[src/rtl/conv_mac_pkg.sv]
// conv_mac_pkg: shared types and helpers for the convolution MAC engine.
//   state_t    - frame controller states (ACCUM, DRAIN, OUT)
//   sat_res_t  - saturating-add result: clamped value plus clamp flag
//   dot_width  - width of a KSIZE-tap dot product that can never overflow
//   sat_add    - signed add clamped to a w-bit two's-complement range
//                (w must be below SAT_W; operands are sign-extended to SAT_W)
package conv_mac_pkg;

    typedef enum logic [1:0] {
        ST_ACCUM = 2'd0,
        ST_DRAIN = 2'd1,
        ST_OUT   = 2'd2
    } state_t;

    localparam int SAT_W = 64;

    typedef struct packed {
        logic signed [SAT_W-1:0] value;
        logic                    sat;
    } sat_res_t;

    // Product of a zero-extended pixel and a signed weight, plus growth for
    // the KSIZE-input sum.
    function automatic int dot_width(input int px_w, input int wt_w, input int ksize);
        return px_w + wt_w + 1 + $clog2(ksize);
    endfunction

    function automatic sat_res_t sat_add(input logic signed [SAT_W-1:0] a,
                                         input logic signed [SAT_W-1:0] b,
                                         input int                      w);
        logic signed [SAT_W:0] sum;
        logic signed [SAT_W:0] hi;
        logic signed [SAT_W:0] lo;
        sat_res_t              res;
        // One guard bit so the raw sum itself cannot wrap.
        sum = {a[SAT_W-1], a} + {b[SAT_W-1], b};
        hi  = {{SAT_W{1'b0}}, 1'b1} << (w - 1);
        hi  = hi - {{SAT_W{1'b0}}, 1'b1};
        lo  = ~hi;
        res.sat = (sum > hi) || (sum < lo);
        if (sum > hi) begin
            res.value = hi[SAT_W-1:0];
        end else if (sum < lo) begin
            res.value = lo[SAT_W-1:0];
        end else begin
            res.value = sum[SAT_W-1:0];
        end
        return res;
    endfunction

endpackage

[src/rtl/conv_mac_engine_dot.sv]
// conv_mac_dot: KSIZE multipliers and an adder tree, two register stages.
//   P1 holds the KSIZE signed products, P2 holds their sum.
//   A valid/last sideband travels alongside the data.
// Ports:
//   clk, rst_n            clock, asynchronous active-low reset
//   beat_valid, beat_last accepted beat and its end-of-frame tag
//   px, wt                KSIZE unsigned pixels / signed weights, tap0 in LSBs
//   dot_valid, dot_last   sideband aligned with dot
//   dot                   signed dot product (DOT_W bits, never overflows)
module conv_mac_dot
    import conv_mac_pkg::*;
#(
    parameter int PX_W  = 8,
    parameter int WT_W  = 8,
    parameter int KSIZE = 9,
    parameter int DOT_W = dot_width(PX_W, WT_W, KSIZE)
) (
    input  logic                    clk,
    input  logic                    rst_n,
    input  logic                    beat_valid,
    input  logic                    beat_last,
    input  logic [KSIZE*PX_W-1:0]   px,
    input  logic [KSIZE*WT_W-1:0]   wt,
    output logic                    dot_valid,
    output logic                    dot_last,
    output logic signed [DOT_W-1:0] dot
);

    localparam int PROD_W = PX_W + WT_W + 1;

    logic [KSIZE*PROD_W-1:0] prod_flat;
    logic                    p1_valid_reg;
    logic                    p1_last_reg;
    logic                    p2_valid_reg;
    logic                    p2_last_reg;
    logic signed [DOT_W-1:0] dot_reg;
    logic signed [DOT_W-1:0] dot_next;

    for (genvar gi = 0; gi < KSIZE; gi++) begin : g_tap
        logic signed [PROD_W-1:0] px_ext;
        logic signed [PROD_W-1:0] wt_ext;
        logic signed [PROD_W-1:0] prod_reg;

        // Leading 0 makes the pixel a non-negative signed operand.
        assign px_ext = PROD_W'($signed({1'b0, px[gi*PX_W +: PX_W]}));
        assign wt_ext = PROD_W'($signed(wt[gi*WT_W +: WT_W]));

        always_ff @(posedge clk or negedge rst_n) begin
            if (!rst_n) begin
                prod_reg <= '0;
            end else if (beat_valid) begin
                prod_reg <= px_ext * wt_ext;
            end
        end

        assign prod_flat[gi*PROD_W +: PROD_W] = prod_reg;
    end

    always_comb begin
        dot_next = '0;
        for (int k = 0; k < KSIZE; k++) begin
            dot_next = dot_next + DOT_W'($signed(prod_flat[k*PROD_W +: PROD_W]));
        end
    end

    always_ff @(posedge clk or negedge rst_n) begin
        if (!rst_n) begin
            p1_valid_reg <= 1'b0;
            p1_last_reg  <= 1'b0;
            p2_valid_reg <= 1'b0;
            p2_last_reg  <= 1'b0;
            dot_reg      <= '0;
        end else begin
            p1_valid_reg <= beat_valid;
            p1_last_reg  <= beat_valid && beat_last;
            p2_valid_reg <= p1_valid_reg;
            p2_last_reg  <= p1_last_reg;
            if (p1_valid_reg) begin
                dot_reg <= dot_next;
            end
        end
    end

    assign dot_valid = p2_valid_reg;
    assign dot_last  = p2_last_reg;
    assign dot       = dot_reg;

endmodule

[src/rtl/conv_mac_engine.sv]
// conv_mac_engine: pipelined multi-channel 3x3 (KSIZE-tap) convolution MAC.
//   Accumulates cfg_nch window dot products, adds cfg_bias and emits one
//   saturated signed result per frame over a valid/ready handshake.
// Ports:
//   clk, rst_n           clock, asynchronous active-low reset
//   cfg_nch, cfg_bias    channels per frame (0 means 1) and bias, latched at frame start
//   in_valid, in_ready   window beat handshake
//   in_px, in_wt         KSIZE pixels (unsigned) / weights (signed), tap0 in LSBs
//   out_valid, out_ready result handshake
//   out_data, out_sat    saturated result and "a clamp happened this frame"
// Build option: define CONV_MAC_RELU_EN to clamp negative results to zero
// (out_sat still reports the clamp before the ReLU).
module conv_mac_engine
    import conv_mac_pkg::*;
#(
    parameter int PX_W  = 8,
    parameter int WT_W  = 8,
    parameter int KSIZE = 9,
    parameter int ACC_W = 32,
    parameter int CH_W  = 8
) (
    input  logic                    clk,
    input  logic                    rst_n,
    input  logic [CH_W-1:0]         cfg_nch,
    input  logic signed [ACC_W-1:0] cfg_bias,
    input  logic                    in_valid,
    output logic                    in_ready,
    input  logic [KSIZE*PX_W-1:0]   in_px,
    input  logic [KSIZE*WT_W-1:0]   in_wt,
    output logic                    out_valid,
    input  logic                    out_ready,
    output logic signed [ACC_W-1:0] out_data,
    output logic                    out_sat
);

    localparam int DOT_W = dot_width(PX_W, WT_W, KSIZE);

    state_t                  state_reg;
    logic [CH_W-1:0]         cnt_reg;
    logic [CH_W-1:0]         nch_reg;
    logic [CH_W-1:0]         frame_nch;
    logic signed [ACC_W-1:0] bias_reg;
    logic signed [ACC_W-1:0] acc_reg;
    logic signed [ACC_W-1:0] out_data_reg;
    logic signed [ACC_W-1:0] out_next;
    logic                    sat_reg;
    logic                    acc_last_reg;
    logic                    in_ready_reg;
    logic                    out_valid_reg;
    logic                    out_sat_reg;
    logic                    accept;
    logic                    beat_last;
    logic                    dot_valid;
    logic                    dot_last;
    logic signed [DOT_W-1:0] dot;
    sat_res_t                acc_res;
    sat_res_t                out_res;
    logic                    unused_hi;

    assign accept = in_valid && in_ready_reg;

    // On the first beat of a frame the live config applies; afterwards the latched one.
    assign frame_nch = (cnt_reg == '0) ? ((cfg_nch == '0) ? CH_W'(1) : cfg_nch) : nch_reg;
    assign beat_last = (cnt_reg == frame_nch - CH_W'(1));

    conv_mac_dot #(
        .PX_W  (PX_W),
        .WT_W  (WT_W),
        .KSIZE (KSIZE),
        .DOT_W (DOT_W)
    ) u_dot (
        .clk        (clk),
        .rst_n      (rst_n),
        .beat_valid (accept),
        .beat_last  (beat_last),
        .px         (in_px),
        .wt         (in_wt),
        .dot_valid  (dot_valid),
        .dot_last   (dot_last),
        .dot        (dot)
    );

    // Both adds happen at full width so a dot wider than ACC_W still clamps correctly.
    assign acc_res   = sat_add(SAT_W'(acc_reg), SAT_W'(dot), ACC_W);
    assign out_res   = sat_add(SAT_W'(acc_reg), SAT_W'(bias_reg), ACC_W);
    assign unused_hi = ^{acc_res.value[SAT_W-1:ACC_W], out_res.value[SAT_W-1:ACC_W]};

`ifdef CONV_MAC_RELU_EN
    assign out_next = out_res.value[ACC_W-1] ? '0 : out_res.value[ACC_W-1:0];
`else
    assign out_next = out_res.value[ACC_W-1:0];
`endif

    always_ff @(posedge clk or negedge rst_n) begin
        if (!rst_n) begin
            state_reg     <= ST_ACCUM;
            cnt_reg       <= '0;
            nch_reg       <= '0;
            bias_reg      <= '0;
            acc_reg       <= '0;
            sat_reg       <= 1'b0;
            acc_last_reg  <= 1'b0;
            in_ready_reg  <= 1'b0;
            out_valid_reg <= 1'b0;
            out_data_reg  <= '0;
            out_sat_reg   <= 1'b0;
        end else begin
            // ACC stage
            if (dot_valid) begin
                acc_reg <= acc_res.value[ACC_W-1:0];
                if (acc_res.sat) begin
                    sat_reg <= 1'b1;
                end
            end
            // Pulses in the cycle after the frame's last dot has been accumulated.
            acc_last_reg <= dot_valid && dot_last;

            case (state_reg)
                ST_ACCUM: begin
                    in_ready_reg <= !(accept && beat_last);
                    if (accept) begin
                        if (cnt_reg == '0) begin
                            nch_reg  <= frame_nch;
                            bias_reg <= cfg_bias;
                        end
                        if (beat_last) begin
                            cnt_reg   <= '0;
                            state_reg <= ST_DRAIN;
                        end else begin
                            cnt_reg <= cnt_reg + CH_W'(1);
                        end
                    end
                end
                ST_DRAIN: begin
                    if (acc_last_reg) begin
                        out_valid_reg <= 1'b1;
                        out_data_reg  <= out_next;
                        out_sat_reg   <= sat_reg || out_res.sat;
                        state_reg     <= ST_OUT;
                    end
                end
                ST_OUT: begin
                    if (out_ready) begin
                        out_valid_reg <= 1'b0;
                        out_sat_reg   <= 1'b0;
                        acc_reg       <= '0;
                        sat_reg       <= 1'b0;
                        in_ready_reg  <= 1'b1;
                        state_reg     <= ST_ACCUM;
                    end
                end
                default: begin
                    state_reg <= ST_ACCUM;
                end
            endcase
        end
    end

    assign in_ready  = in_ready_reg;
    assign out_valid = out_valid_reg;
    assign out_data  = out_data_reg;
    assign out_sat   = out_sat_reg;

endmodule

[config.mk]
export PLATFORM = sky130hd
export DESIGN_NAME = conv_mac_engine
export DESIGN_NICKNAME = d
export VERILOG_FILES = /design/src/rtl/conv_mac_pkg.sv /design/src/rtl/conv_mac_engine_dot.sv /design/src/rtl/conv_mac_engine.sv
export SDC_FILE = /design/constraint.sdc
export NUM_CORES = 2
export LEC_CHECK = 0
export BUFFER_PORTS_ARGS = -buffer_cell sky130_fd_sc_hd__buf_2
export CORE_ASPECT_RATIO = 0.6
export CORE_MARGIN = 2
export CORE_UTILIZATION = 60
export CTS_BUF_LIST = sky130_fd_sc_hd__clkbuf_16
export CTS_CLUSTER_SIZE = 40
export DETAILED_ROUTE_END_ITERATION = 12
export PLACE_DENSITY = 0.79
export REMOVE_ABC_BUFFERS = 1
export SYNTH_ARGS = -nofsm -noshare
export SYNTH_HDL_FRONTEND = slang
export SYNTH_SLANG_ARGS = --single-unit
[constraint.sdc]
create_clock -name clk -period 5.8 [get_ports clk]
set_input_delay 1.16 -clock clk [delete_from_list [all_inputs] [get_ports clk]]
set_output_delay 1.16 -clock clk [all_outputs]
set_load 0.05 [all_outputs]
# --- After elaboration in Yosys (flattened, before gate mapping) ---
# Cells that the tools add are included.
classes:
  magnitude_cmp: 4
  n_addsub: 12
  bitwise: 0
  n_mul: 9
  shifts: 0
  reduce_logical: 18
  n_eq_ne: 7
  muxes: 26
  div: 0
ops:
  columns: ["op", "count"]
  rows:
  - ["$mux 32", 7]
  - ["$mul 9x8->17", 9]
  - ["$add 21x17->21", 6]
  - ["$gt 33x32->1 const B", 2]
  - ["$lt 33x32->1 const B", 2]
  - ["$add 32x21->33", 1]
  - ["$add 32x32->33", 1]
  - ["$mux 8", 3]
  - ["$add 18x17->19", 1]
  - ["$add 17x17->18", 1]
  - ["$logic_not 8->1", 2]
  - ["$add 8x1->8 const B", 1]
  - ["$eq 8x8->1", 1]
  - ["$mux 1", 8]
  - ["$mux 2", 4]
  - ["$sub 8x1->8 const B", 1]
  - ["$pmux 1 s2", 3]
  - ["$pmux 2 s3", 1]
  - ["$reduce_and 2->1", 3]
  - ["$reduce_and 3->1", 2]
  - ["$ne 2x1->1 const B", 2]
  - ["$ne 2x2->1 const B", 2]
  - ["$reduce_and 4->1", 1]
  - ["$reduce_bool 2->1", 2]
  - ["other kinds (6)", 10]
word_totals:
  mem_bits_ro: 0
  inputBits: 188
  wordCells: 101
  output_inout_bits: 35
  memories: 0
  ramBits: 0
  register_bits: 297
  latchBits: 0

# --- Depth between registers and ports, before layout ---
depth:
  depth_word: 8
  mapped_depth: 23
  mapped_depth_nobuf: 23

# --- By module ---
# Synthesis repeated with hierarchy kept, for this count alone.
unflattened:
  cells_unflattened: 4198
  area_unflattened_um2: 38967.4
by_module_without_submodules:
  columns: ["mod", "seq_area_each_um2", "n_inst", "area_each_um2", "cells_per_inst"]
  rows:
  - ["conv_mac_dot", 4454.3, 1, 30110.1, 3225]
  - ["conv_mac_engine", 2977.9, 1, 8857.2, 973]

# --- Least setup slack after synthesis ---
# Ideal clock, no wire load.
synth_timing:
  path_type: "reg-to-reg"
  startpoint: "register u_dot.g_tap[2].prod_reg[1]"
  endpoint: "register u_dot.dot_reg[18] (netlist: u_dot.dot[18])"
  setup_slack_ns: 0.592
  t_arrival_ns: 5.083
  stages_incl_launch_ff: 24
  setup_ns: 0.125
  t_required_ns: 5.675
  path_buffers: 0
  period_less_slack_ns: 5.208
  path_cell_list: "dfrtp_1 > fa_1 > ha_1 > inv_1 > fa_1 > nor2b_1 > o21ai_0 > a21boi_0 > o21ai_0 > a21oi_1 > a21oi_1 > xnor2_1 > fa_1 > ha_1 > a21o_1 > a21o_1 > a21o_1 > a31oi_1 > o21ai_1 > o41a_1 > a21o_1 > a21oi_1 > xnor2_1 > mux2_2"
synth_between:
  elab_chain_len: 7
synth_rtl:
  columns: ["item", "line_no", "text"]
  rows:
  - ["start, declared", "conv_mac_engine_dot.sv:42", "logic signed [PROD_W-1:0] prod_reg;"]
  - ["start signal, assigned", "conv_mac_engine_dot.sv:52", "prod_reg <= px_ext * wt_ext;"]
  - ["$add 18x17->19", "conv_mac_engine_dot.sv:62", "dot_next = dot_next + DOT_W'($signed(prod_flat[k*PROD_W +: PROD_W]));"]
  - ["$add 21x17->21 (6 in a row)", "conv_mac_engine_dot.sv:62", null]
  - ["end signal, assigned", "conv_mac_engine_dot.sv:79", "dot_reg <= dot_next;"]
  - ["end, declared", "conv_mac_engine_dot.sv:36", "logic signed [DOT_W-1:0] dot_reg;"]
# No other way between the ends.
# A chain may end at the register's enable or synchronous reset.

# --- Final worst setup path ---
layout_timing:
  startpoint: "register u_dot.g_tap[2].prod_reg[1]"
  endpoint: "register u_dot.dot_reg[20] (netlist: u_dot.dot[20])"
# Same word-level chain as after synthesis.

==> run metrics <==
crit-path cells fa_1, ha_1, inv_1, fa_2, nor2b_1, o21ai_0, a21boi_1, o21ai_1, a211oi_1, o31ai_1, xnor2_1, fa_1, ha_1, and2_1, a31oi_2, o21ai_2, o41a_1, a211o_1, a21oi_1, xnor2_1, a21oi_1; Total Routed Length between 80,000 and 90,000 µm; Synth Flop Type dfrtp_1; die area ~65,000 µm²; Cell Area, Synth about 38,000 µm²; CP Max Fanout 4; r2r setup slk ~150 ps; max-slew violation count 0; RSZ-0062 raised after global routing yes; EDFF count, synth 0; post-detail-place hpwl ~71,000 µm; # fillers 5,186; share of the synthesized area in the top cell type 23.5%; Die H just under 200 µm; CP startpoint kind flip-flop; hold endpoint u_dot.dot_last; Final ANT Viol Nets 0; Final Util approximately two thirds; RR Startpoint u_dot.g_tap[2].prod_reg[1]; Slew @ Worst Pin about 1100 ps; Warnings, synthesis 0; hold-fix buffer count after cts 0; Hold/Removal Path Class flip-flop to flip-flop; Worst Clk Skew ~14 ps; I/O pin cnt between 200 and 250; grt total ovfl 0; clk root buf clkbuf_16; Synth Instances between 4,000 and 5,000; f_max 177 MHz; sequential-to-total area share from yosys stat roughly a fifth; critical path data required time roughly 6200 ps; TritonRoute pass-1 iters 5; initial antenna violation count 6; Hold Violations, Final 0; Final TNS setup 0 ps; clock buffer depth 3; delay of the slowest cell on the worst path roughly 540 ps; Critical Path Stages 21; min-delay src u_dot.p1_last_reg; Initial Utilization 60.4%; hold path depth 0; RePlAce Congestion about 0.9; number of CTS-inserted buffers 30; relative slew slack 25.5%; Core Region 62,300 µm²; I/O Buffers 222; die width about 330 µm; Critical Path Slowest Stage Cell fa_1; # rows 71; Total Nets Final roughly 5,400; CTS sink count approximately 300; vias in the first global route approximately 28,000; Worst-Skew Late Latency 590 ps; area grow syn2layout 8.67%; Avg Inst Size Synth slightly above 9 µm²; max reg flops between 150 and 200; post-place setup slack -40.5 ps; Reg2Reg Depth 21; post-synthesis register bit count about 300; layout cell share with drive strength beyond 1 around 9.7%; first-pass GRT wire length ~140,000 µm; WS Path Type flip-flop to flip-flop; worst path bufs/invs 1; Seq. cell area ~7400 µm²; Finished Layout Cells 5,156; distinct cell type count after synthesis between 70 and 80; # DRC 0; Post-synth ARST share 100%; largest net degree at the start of global routing approximately 120; post-layout min period ~5600 ps; Setup WS post-layout 152 ps; Crit. End Element flip-flop; Max-cap violations 0; gr usage total a little over a quarter; crit path DAT slightly above 6000 ps; CTS tree yes; Wirelength per Cell between 15 and 20 µm; placed insts between 5,000 and 6,000; multi-input logic area between 20,000 and 30,000 µm²; Synth area leader fa_1; period utilization a little under 100%; H-tree depth 1; CP delay by family, top compound AO/OA/AOI/OAI gates; endpoint of the worst register-to-register path u_dot.dot[20]; setup violators final 0; Via density 5.51; Area contributors post-synth fa_1 (23%), dfrtp_1 (20%), ha_1 (16%); vias 28,400; DR iter-0 viols roughly 1,800; Worst-path clk slew 70 ps; status finished, final reports clean
area by class of cell:
class                           count  share of cell area (%)
Antenna cell                        5                  0.0306
Inverter                          633                    5.82
Multi-Input combinational cell   3074                    67.5
Timing Repair Buffer              252                    3.33
Clock buffer                       31                    1.90
Tap cell                          839                    2.57
Sequential cell                   297                    18.2
Clock inverter                     25                   0.708
synth_stat cells (34+ instances only):
library cell  number
dfrtp_1          297
mux2_2            82
inv_1            632
xor2_1            80
ha_1             493
a21o_1            42
xnor2_1          104
nand2_1          463
fa_1             441
a21oi_1          135
nor2_1           221
clkbuf_1          48
and2_1           298
o21ai_0          237
nand2b_1          86
nor3_1            36
o21ai_1           34
worst register-to-register path: cells and delay by family (launching register included):
family | cells | cell delay (ps)
compound gates | 11 | 2220
fa+ha+maj | 5 | 1900
xor+xnor | 2 | 620
flops | 1 | 400
simple gates | 2 | 280
buf+inv | 1 | 70
how the worst max path moves through the flow:
| stage | from | to | slack (ps) |
|---|---|---|---|
| after CTS | u_dot.g_tap[2].prod_reg[1] | u_dot.dot[20] | 40 |
| after detailed placement | in_wt[10] | u_dot.g_tap[1].prod_reg[16] | -40 |
| after global placement | in_wt[42] | u_dot.g_tap[5].prod_reg[16] | 90 |
| after floorplan | in_valid | bias_reg[0] | -1090 |
| after global routing | u_dot.g_tap[2].prod_reg[1] | u_dot.dot[20] | -60 |
| final | u_dot.g_tap[2].prod_reg[1] | u_dot.dot[20] | 150 |
routing by layer:
| metal | part of all wire [%] | global-route usage [%] |
|---|---|---|
| met1 | 47 | 40.7 |
| met2 | 44 | 41.0 |
| met3 | 7.5 | 6.45 |
| met4 | 1.2 | 3.79 |
| met5 | 0.012 | 0 |
cells by family (layout without fill, tap and decap cells):
logic type	count (synthesis)	after routing	share of synthesized area, %
AOI/OAI and AO/OA	646	646	10.6
buffers and inverters	698	941	7.07
and+or+nand+nor	1216	1216	15.6
DFF	297	297	19.8
other	0	5	0
adders and majority gates	934	934	39.9
muxes	94	94	2.78
xor gates and xnor gates	184	184	4.29
per-stage QoR:
stage / hold slack (ps) / cell area [µm²]
global placement: 335 / 39700
global route: 369 / 40900
detailed placement: 342 / 39700
floorplan: 331 / 37300
CTS: 358 / 40800
finish: 356 / 40900
placed cells by master, fill, tap and decap left out, drive strengths merged, types with 5 or more instances in the layout:
cell type	instances
o211ai	15
a31oi	13
xor2	80
or3	6
a21oi	135
bufinv	6
fa	441
or2	6
clkinv	13
o31ai	24
nor3	36
o41ai	20
mux2i	12
a21boi	32
ha	493
dfrtp	297
o31a	12
clkbuf	31
a211oi	15
and2	298
nand2b	87
o21ai	273
nand3b	6
o21bai	12
mux2	82
o21a	19
nand2	465
nor2b	26
a21o	42
nand4	5
xnor2	104
buf	252
and3	13
inv	636
diode	5
nor2	222
nand3	28
timing repair:
item	4_1_cts	5_1_grt
gates resized for setup	0	10
endpoints found under the setup margin	0	4
setup buffers	0	1
Power is left out: the tool's default activity adds up to more than one toggle a clock period on the data nets, which glitch-free logic cannot reach.
